File: src/rtl/muldiv_pkg.sv
// Shared types and constants for the RV32M multiply/divide unit.
package muldiv_pkg;

    typedef enum logic [2:0] {
        OP_MUL    = 3'b000,
        OP_MULH   = 3'b001,
        OP_MULHSU = 3'b010,
        OP_MULHU  = 3'b011,
        OP_DIV    = 3'b100,
        OP_DIVU   = 3'b101,
        OP_REM    = 3'b110,
        OP_REMU   = 3'b111
    } muldiv_op_e;

    typedef enum logic [1:0] {
        ST_IDLE = 2'd0,
        ST_CALC = 2'd1,
        ST_DONE = 2'd2
    } muldiv_state_e;

    localparam int          ITER_CNT         = 32;
    localparam logic [31:0] DIV_OVF_DIVIDEND = 32'h8000_0000;
    localparam logic [31:0] ALL_ONES         = 32'hFFFF_FFFF;

endpackage

File: src/rtl/muldiv_iter.sv
// One combinational iteration: shift-add multiply or restoring shift-subtract divide.
module muldiv_iter
    import muldiv_pkg::*;
#(
    parameter int XLEN = 32
) (
    input  logic [2*XLEN-1:0] acc,
    input  logic [XLEN-1:0]   operand,
    input  logic              mode,
    output logic [2*XLEN-1:0] acc_next
);

    logic [XLEN:0]   sum;
    logic [XLEN:0]   rem;
    logic [XLEN-1:0] diff;

    // mode 0: {hi,lo} holds {partial, multiplier}; mode 1: {remainder, dividend/quotient}
    always_comb begin
        sum  = {1'b0, acc[2*XLEN-1:XLEN]} + (acc[0] ? {1'b0, operand} : '0);
        rem  = acc[2*XLEN-1:XLEN-1];
        diff = rem[XLEN-1:0] - operand;
        if (!mode) begin
            acc_next = {sum, acc[XLEN-1:1]};
        end else if (rem >= {1'b0, operand}) begin
            acc_next = {diff, acc[XLEN-2:0], 1'b1};
        end else begin
            acc_next = {rem[XLEN-1:0], acc[XLEN-2:0], 1'b0};
        end
    end

endmodule

File: src/rtl/muldiv_unit.sv
// Iterative RV32M multiply/divide unit with register-file write-back.
// Define MULDIV_FAST_MUL_EN for a single-cycle combinational multiplier.
module muldiv_unit
    import muldiv_pkg::*;
#(
    parameter int XLEN = 32
) (
    input  logic            clk_i,
    input  logic            rst_i,
    input  logic            start_i,
    input  logic [2:0]      op_i,
    input  logic [XLEN-1:0] rs1_data_i,
    input  logic [XLEN-1:0] rs2_data_i,
    input  logic [4:0]      rd_addr_i,
    output logic            stall_o,
    output logic            done_o,
    output logic            rd_wren_o,
    output logic [4:0]      rd_addr_o,
    output logic [XLEN-1:0] rd_data_o
);

    localparam logic [4:0] LAST = 5'(ITER_CNT - 1);

    muldiv_state_e     state;
    muldiv_op_e        op_q;
    logic [4:0]        cnt;
    logic [2*XLEN-1:0] acc;
    logic [2*XLEN-1:0] acc_nxt;
    logic [XLEN-1:0]   opnd;
    logic              neg_res;
    logic              neg_rem;

    logic              is_div;
    logic              sgn_a;
    logic              sgn_b;
    logic              neg_a;
    logic              neg_b;
    logic [XLEN-1:0]   mag_a;
    logic [XLEN-1:0]   mag_b;
    logic              div_zero;
    logic              div_ovf;
    logic              special;
    logic [XLEN-1:0]   special_res;
    logic [2*XLEN-1:0] prod;
    logic [XLEN-1:0]   quot;
    logic [XLEN-1:0]   rem;
    logic [XLEN-1:0]   calc_res;

    assign is_div = op_i[2];
    assign sgn_a  = (op_i == OP_MUL) || (op_i == OP_MULH) || (op_i == OP_MULHSU)
                 || (op_i == OP_DIV) || (op_i == OP_REM);
    assign sgn_b  = (op_i == OP_MUL) || (op_i == OP_MULH)
                 || (op_i == OP_DIV) || (op_i == OP_REM);
    assign neg_a  = sgn_a && rs1_data_i[XLEN-1];
    assign neg_b  = sgn_b && rs2_data_i[XLEN-1];
    assign mag_a  = neg_a ? -rs1_data_i : rs1_data_i;
    assign mag_b  = neg_b ? -rs2_data_i : rs2_data_i;

    assign div_zero = is_div && (rs2_data_i == '0);
    assign div_ovf  = ((op_i == OP_DIV) || (op_i == OP_REM))
                   && (rs1_data_i == DIV_OVF_DIVIDEND) && (rs2_data_i == ALL_ONES);

`ifdef MULDIV_FAST_MUL_EN
    logic [XLEN:0]          fast_a;
    logic [XLEN:0]          fast_b;
    logic signed [2*XLEN-1:0] fast_prod;

    assign fast_a    = {sgn_a && rs1_data_i[XLEN-1], rs1_data_i};
    assign fast_b    = {sgn_b && rs2_data_i[XLEN-1], rs2_data_i};
    assign fast_prod = $signed(fast_a) * $signed(fast_b);
`endif

    // REM/REMU have funct3[1] set, DIV/DIVU do not
    always_comb begin
        special     = 1'b0;
        special_res = '0;
        if (div_zero) begin
            special     = 1'b1;
            special_res = op_i[1] ? rs1_data_i : ALL_ONES;
        end else if (div_ovf) begin
            special     = 1'b1;
            special_res = op_i[1] ? '0 : DIV_OVF_DIVIDEND;
`ifdef MULDIV_FAST_MUL_EN
        end else if (!is_div) begin
            special     = 1'b1;
            special_res = (op_i == OP_MUL) ? fast_prod[XLEN-1:0]
                                           : fast_prod[2*XLEN-1:XLEN];
`endif
        end
    end

    muldiv_iter #(.XLEN(XLEN)) u_iter (
        .acc      (acc),
        .operand  (opnd),
        .mode     (op_q[2]),
        .acc_next (acc_nxt)
    );

    assign prod = neg_res ? -acc_nxt : acc_nxt;
    assign quot = neg_res ? -acc_nxt[XLEN-1:0] : acc_nxt[XLEN-1:0];
    assign rem  = neg_rem ? -acc_nxt[2*XLEN-1:XLEN] : acc_nxt[2*XLEN-1:XLEN];

    always_comb begin
        calc_res = '0;
        unique case (op_q)
            OP_MUL:                        calc_res = prod[XLEN-1:0];
            OP_MULH, OP_MULHSU, OP_MULHU:  calc_res = prod[2*XLEN-1:XLEN];
            OP_DIV, OP_DIVU:               calc_res = quot;
            OP_REM, OP_REMU:               calc_res = rem;
            default:                       calc_res = '0;
        endcase
    end

    always_ff @(posedge clk_i) begin
        if (rst_i) begin
            state     <= ST_IDLE;
            op_q      <= OP_MUL;
            cnt       <= '0;
            acc       <= '0;
            opnd      <= '0;
            neg_res   <= 1'b0;
            neg_rem   <= 1'b0;
            rd_addr_o <= '0;
            rd_data_o <= '0;
        end else begin
            unique case (state)
                ST_IDLE: begin
                    if (start_i) begin
                        op_q      <= muldiv_op_e'(op_i);
                        rd_addr_o <= rd_addr_i;
                        neg_res   <= neg_a ^ neg_b;
                        neg_rem   <= neg_a;
                        cnt       <= '0;
                        acc       <= {{XLEN{1'b0}}, is_div ? mag_a : mag_b};
                        opnd      <= is_div ? mag_b : mag_a;
                        if (special) begin
                            rd_data_o <= special_res;
                            state     <= ST_DONE;
                        end else begin
                            state     <= ST_CALC;
                        end
                    end
                end
                ST_CALC: begin
                    acc <= acc_nxt;
                    cnt <= cnt + 5'd1;
                    if (cnt == LAST) begin
                        rd_data_o <= calc_res;
                        state     <= ST_DONE;
                    end
                end
                ST_DONE: state <= ST_IDLE;
                default: state <= ST_IDLE;
            endcase
        end
    end

    assign done_o    = (state == ST_DONE);
    assign rd_wren_o = done_o && (rd_addr_o != 5'd0);
    assign stall_o   = ((state == ST_IDLE) && start_i && !special) || (state == ST_CALC);

endmodule

File: config.mk
export PLATFORM = sky130hd
export DESIGN_NAME = muldiv_unit
export DESIGN_NICKNAME = d
export VERILOG_FILES = /design/src/rtl/muldiv_pkg.sv /design/src/rtl/muldiv_iter.sv /design/src/rtl/muldiv_unit.sv
export SDC_FILE = /design/constraint.sdc
export NUM_CORES = 1
export LEC_CHECK = 0
export CAP_MARGIN = 20
export CELL_PAD_IN_SITES_DETAIL_PLACEMENT = 0
export CELL_PAD_IN_SITES_GLOBAL_PLACEMENT = 2
export CORE_UTILIZATION = 35
export CTS_CLUSTER_SIZE = 12
export DETAILED_ROUTE_END_ITERATION = 16
export GPL_ROUTABILITY_DRIVEN = 0
export PLACE_DENSITY_LB_ADDON = 0.1
export SLEW_MARGIN = 10
export SYNTH_ARGS = -nofsm -noshare
export SYNTH_HDL_FRONTEND = slang
export SYNTH_SLANG_ARGS = --single-unit
export TNS_END_PERCENT = 20
File: constraint.sdc
create_clock -name clk_i -period 6.8 [get_ports clk_i]
set_input_delay 1.36 -clock clk_i [delete_from_list [all_inputs] [get_ports clk_i]]
set_output_delay 1.36 -clock clk_i [all_outputs]
set_load 0.01 [all_outputs]
**Word level (Yosys, flattened, before mapping)**

Index checks and enable logic that the tools add are counted.
Widths: inputs -> output; s select.

- Bits in registers: 145
- Bits in latches: 0
- Bits in writable memories: 0
- Memory bits (read-only): 0
- Bits of input ports: 75
- Output and inout port bits: 40
- Logic and storage cells: 97
- Memories: 0

- Add/sub/neg operators: 8
- Multipliers: 0
- Divide/modulo/power cells: 0
- Order comparisons: 1
- Eq/ne operators: 19
- Shift operators: 0
- Muxes and demuxes: 29
- Bitwise logic cells: 1
- Reductions and logical operators: 30

Operators with widths:

| operator | number |
|---|---|
| $mux 32 | 14 |
| $mux 64 | 4 |
| $neg 32->32 | 4 |
| $pmux 32 s4 | 1 |
| $pmux 64 s2 | 1 |
| $eq 32x32->1 const B | 2 |
| $neg 64->64 | 1 |
| $pmux 32 s2 | 1 |
| $add 32x33->33 | 1 |
| $ge 33x32->1 | 1 |
| $logic_not 32->1 | 1 |
| $sub 32x32->32 | 1 |
| $eq 3x3->1 const B | 6 |
| $pmux 5 s2 | 1 |
| $eq 3x2->1 const B | 3 |
| $logic_and 1x1->1 | 8 |
| $logic_or 1x1->1 | 8 |
| $eq 3x1->1 const B | 2 |
| $logic_not 3->1 | 2 |
| $mux 2 | 3 |
| $ne 2x2->1 const B | 3 |
| $reduce_and 2->1 | 3 |
| $add 5x1->5 const B | 1 |
| $eq 5x5->1 const B | 1 |
| 13 further kinds | 15 |

**Longest topological paths before layout**

- Depth after elaboration: 10
- Gate-level depth with buffers: 24
- Mapped depth without buffers: 21

**Cells and area by module**

A second synthesis with hierarchy kept.

- Cell total of the unflattened synthesis: 2105
- Area, all modules: 15427.3 um2

By module, submodules not included:

| module | times used | cells each | area an instance (um2) | seq. area each (um2) |
|---|---|---|---|---|
| muldiv_unit | 1 | 1397 | 10506.3 | 2902.8 |
| muldiv_iter | 1 | 708 | 4921.0 | 0.0 |

**Least setup slack after synthesis**

OpenSTA, ideal clock, no wires.

- Path kind: register to register
- From: reg opnd[30]
- To: reg rd_data_o[8]
- Setup time: 91 ps
- Arrival: 4989 ps
- Required time: 6709 ps
- Slack: 1721 ps
- Cell stages (with the launch flop): 22
- Path buffers: 2
- Period minus slack after synthesis: 5079 ps
- Cells stage by stage: dfxtp_1 > inv_1 > ha_1 > a21oi_1 > o211ai_1 > a41oi_2 > a31oi_4 > a211oi_2 > buf_2 > buf_2 > nand2_1 > o21ai_0 > ha_1 > o21ai_0 > or3_1 > or4_1 > or3_1 > o21ai_0 > xnor2_1 > o21ai_0 > a221o_1 > a311oi_1

- Cells in the longest elaborated chain, start to end: 8
- Elaborated cells between the ends (all ways): 12
- Classes of those cells: 3 x add/sub; 1 x order compare; 8 x mux

Ends and longest elaborated chain:

| what | RTL line | RTL |
|---|---|---|
| start, declared | muldiv_unit.sv:29 | `logic [XLEN-1:0] opnd;` |
| start signal, assigned | muldiv_unit.sv:135 | `opnd <= is_div ? mag_b : mag_a;` |
| $ge 33x32->1 * | muldiv_iter.sv:24 | `end else if (rem >= {1'b0, operand}) begin` |
| $mux 64 * | muldiv_iter.sv:24 |  |
| $mux 64 * | muldiv_iter.sv:22 | `if (!mode) begin` |
| $neg 64->64 (tied with other cells) | muldiv_unit.sv:99 | `assign prod = neg_res ? -acc_nxt : acc_nxt;` |
| $mux 64 (tied with other cells) | muldiv_unit.sv:99 |  |
| $pmux 32 s4 * | muldiv_unit.sv:105 | `unique case (op_q)` |
| $mux 32 * | muldiv_unit.sv:147 | `if (cnt == LAST) begin` |
| $pmux 32 s2 * | muldiv_unit.sv:126 | `unique case (state)` |
| end signal, assigned | muldiv_unit.sv:137 | `rd_data_o <= special_res;` |
| end signal, assigned | muldiv_unit.sv:148 | `rd_data_o <= calc_res;` |
| end, declared | muldiv_unit.sv:19 | `output logic [XLEN-1:0] rd_data_o` |

Mark *: on every way between the ends. The rest lies on a longest branch, timed or not. The select of a mux whose other input is x is not followed.
A chain may end at the register's enable or synchronous reset.

**Final worst setup path**

- From: in rs2_data_i[0]
- To: out stall_o

- Cells in the longest elaborated chain, start to end: 7
- Elaborated cells between the ends (all ways): 9
- Classes of those cells: 1 x eq/ne; 2 x mux; 6 x reduce/logical

Ends and longest elaborated chain:

| what | RTL line | RTL |
|---|---|---|
| start, declared | muldiv_unit.sv:13 | `input logic [XLEN-1:0] rs2_data_i,` |
| $eq 32x32->1 | muldiv_unit.sv:61 | `&& (rs1_data_i == DIV_OVF_DIVIDEND) && (rs2_data_i == ALL_ONES);` |
| $logic_and 1x1->1 | muldiv_unit.sv:61 |  |
| $mux 1 | muldiv_unit.sv:80 | `end else if (div_ovf) begin` |
| $mux 1 * | muldiv_unit.sv:77 | `if (div_zero) begin` |
| $logic_not 1->1 * | muldiv_unit.sv:160 | `assign stall_o = ((state == ST_IDLE) && start_i && !special) \|\| (state == ST_CALC);` |
| $logic_and 1x1->1 * | muldiv_unit.sv:160 |  |
| $logic_or 1x1->1 * | muldiv_unit.sv:160 |  |
| end, declared | muldiv_unit.sv:15 | `output logic stall_o,` |

Mark *: on every way between the ends. The rest lies on a longest branch, timed or not.

==> run summary <==
### Global routing
• **total global routing overflow** 0
• **wire length of the first global-routing pass** 115000 um
• **vias in the first global route** 17.10k
• **overall track demand over capacity in global routing** 32.77%
• **pin count of the biggest net entering global routing** 89
• **antenna violations before repair** 1

### STA
• **Hold Fails Final Rpt** 0
• **number of pins with negative max-slew slack in the final report** 0
• **Finish-stage setup viols** 0
• **setup repair after global routing missed its margin** false
• **Max Clock Skew** 13.40 ps
• **upper clock frequency limit** 163.3 MHz
• **shortest period the worst path allows** 6122 ps
• **ratio of final minimum period to clock period** 90.03%
• **Setup TNS** 0 ps
• **relative max-transition margin** 24.80%
• **actual slew at the worst max-slew pin** 1116 ps

### Floorplanning
• **total die area** 47680 um^2
• **die width** 218.4 um
• **Row Count** 78
• **Std-Cell Core Area** 45770 um^2
• **number of top-level pins** 115
• **Starting Density** 35.79%
• **Die H** 218.4 um

### Cells and area
• **area taken by flip-flops and latches** 2908 um^2
• **leading cell type in the layout, fill and taps excluded** nor2_1
• **fraction of final layout cells sized beyond drive strength 1** 6.728%
• **final-stage net count** 2543
• **count of inserted antenna diode cells** 0
• **Multi-input gate area** 12560 um^2
• **Finished Core Util** 40.50%
• **FILL cells** 4945
• **commonest cells after routing, fill and taps aside** nor2_1, nand2_1, a21oi_1
• **area growth from synthesis to final layout** 13.14%

### Critical path
• **critical path's largest stage delay** 550 ps
• **category of the worst setup path launch point** primary input
• **R2R Path End** rd_data_o[4]
• **CP arrival** 4760 ps
• **series of cell instances along the critical path** clkdlybuf4s50_1, inv_1, ha_1, nand3_1, or3_1, or3_1, nor4_2, and4b_1, buf_4, a31oi_1, nand2_1, nand2_1, clkdlybuf4s50_1
• **Slowest-stage cell, CP** clkdlybuf4s50_1
• **kind of critical path** in -> out
• **Crit path required time** 5440 ps
• **depth of the most critical reg-to-reg path** 20
• **register-to-register path setup slack** 780 ps
• **crit-path max FO** 7
• **type of destination of the critical path** primary output
• **Worst R2R Start** acc[43]

### Clock tree
• **htree depth** 4
• **Post-CTS Hold Buffers** 0
• **TritonCTS clock tree** built
• **post-cts repair resize count** 0
• **number of buffers inserted during clock tree synthesis** 17
• **clock tree sinks** 145
• **maximum clock insertion buffer count** 2
• **Post CTS Setup Buffer Count** 0
• **clock insertion delay at the later pin of the skew report** 510 ps
• **CTS clock-pin slew for the worst setup and hold paths** 70 ps
• **root buffer selected by CTS** clkbuf_16

### Synth
• **count of yosys warnings during synthesis** 0
• **post-synth cell types** 97
• **Post-synth EDFFs** 0
• **sequential-to-total area share from yosys stat** 17.72%
• **post-synth design cell area** 16380 um^2
• **async set-or-reset flop fraction in the synthesized netlist** 0%
• **number of cells produced by synthesis** 2387
• **most used flip-flop cell after synthesis** dfxtp_1
• **per-instance average area after synthesis** 6.864 um^2
• **flip-flop and latch count after synthesis** 145
• **post-synthesis net count** 2535

### Drt
• **DRC Markers** 0
• **vias post-DR** 18.71k
• **wire length per cell** 26.16 um
• **number of vias per cell** 6.220
• **total routed wirelength** 78690 um
• **Starting DRT DRC Count** 2124
• **DR pass1 iterations** 6
• **number of nets with antenna violations after detailed routing** 0

### Placed design
• **dpl hpwl** 62260 um
• **quantity of I/O buffers inserted on ports** 114

### Hold path
• **worst hold path endpoint** rd_addr_o[0]
• **type of the most critical hold path** reg -> reg
• **number of cells on the worst hold path** 2
• **Worst Hold Launch** rd_addr_o[0]

### Run
• **max-cap viol count** 0

### Power
• **power density over the cells** 184.4 nW/um^2
• **total chip power** 3419 uW
• **largest vdd supply drop** 150.8 uV
• **static leakage** 0.006815 uW

### Status
• **outcome** finished clean

## stage by stage
stage	cell area, um^2	hold slack (ps)	std cells	setup slack [ps]
5_1_grt	18540	509.5	3008	463.8
2_1_floorplan	16380	440.3	2387	1721
3_3_place_gp	17950	457.3	2976	732.4
4_1_cts	18540	474.7	3008	684.1
6_report	18540	473.9	3008	678.2
3_5_place_dp	17950	462.0	2976	694.3
## worst max path at each step
| stage | endpoint | from | cells after the start |
|---|---|---|---|
| 3_5_place_dp | stall_o | rs2_data_i[0] | 13 |
| 4_1_cts | stall_o | rs2_data_i[0] | 13 |
| 5_1_grt | rd_data_o[4] | acc[43] | 20 |
| 3_3_place_gp | stall_o | rs2_data_i[0] | 13 |
| 2_1_floorplan | rd_data_o[8] | opnd[30] | 21 |
| 6_report | stall_o | rs2_data_i[0] | 13 |
## per-layer routing
| layer | up-vias | track usage, % | share of wire (%) |
|---|---|---|---|
| li1 | 8748 | - | - |
| met4 | 2 | 12.54 | 3.9 |
| met3 | 125 | 5.164 | 6.8 |
| met5 | - | 0 | 0.017 |
| met2 | 808 | 52.73 | 46 |
| met1 | 9028 | 43.60 | 44 |
## power breakdown
part | leakage, uW | switching, uW | internal [uW]
registers | 0.00118 | 59.2 | 889
clock network | 0.000292 | 480 | 520
logic | 0.00534 | 990 | 480
## logic make-up (layout without fill, tap and decap cells)
group           after synthesis  in the layout  synth area share (%)
compound gates              763            763                 30.71
xor+xnor                    162            162                 8.660
fa+ha+maj                    73             73                 5.667
buf+inv                     240            261                 5.880
flops                       145            145                 17.72
mux                          64             64                 4.132
simple gates                940            940                 27.23
## area by class of cell
class                   instances  area share (%)
multi-input cells            2002           67.77
repair buffers                157           7.857
clock buffers                  20           2.579
inverters                      72           1.458
flip-flops and latches        145           15.69
clock inverters                12          0.5940
well taps                     600           4.050
## state kept, by name (all words and copies together) (netlist names)
signal and flops:
acc 64, opnd 32, rd_data_o 32, cnt 5
rd_addr_o 5, op_q 3, state 2, neg_rem 1
neg_res 1
## worst max-delay path, delay by kind of cell
family | cells | cell delay, ps
simple gates | 7 | 1830
buf+inv | 4 | 1290
fa+ha+maj | 1 | 200
compound gates | 1 | 80
## Yosys cell counts, drive strengths merged (18+ instances only)
| cell type | instances | share of area, % |
|---|---|---|
| nor2b | 23 | 0.88 |
| and2 | 43 | 1.6 |
| nand2 | 267 | 6.1 |
| a31oi | 40 | 1.6 |
| mux2 | 29 | 2.0 |
| a21oi | 210 | 6.5 |
| o21ai | 168 | 5.1 |
| nand3 | 66 | 2.0 |
| or3 | 37 | 1.4 |
| nand2b | 20 | 0.76 |
| inv | 71 | 1.6 |
| a21o | 24 | 1.1 |
| nor3 | 78 | 2.4 |
| nor2 | 276 | 6.3 |
| o31ai | 30 | 1.4 |
| buf | 52 | 1.6 |
| clkbuf | 116 | 2.7 |
| o211ai | 54 | 2.6 |
| a221oi | 33 | 1.8 |
| a211oi | 38 | 1.8 |
| mux2i | 35 | 2.1 |
| xnor2 | 79 | 4.2 |
| nand4 | 27 | 1.0 |
| ha | 71 | 5.4 |
| nor4 | 26 | 1.0 |
| dfxtp | 145 | 18 |
| xor2 | 83 | 4.4 |
| or2 | 18 | 0.69 |
No activity file was read; power rests on OpenSTA's default activity.
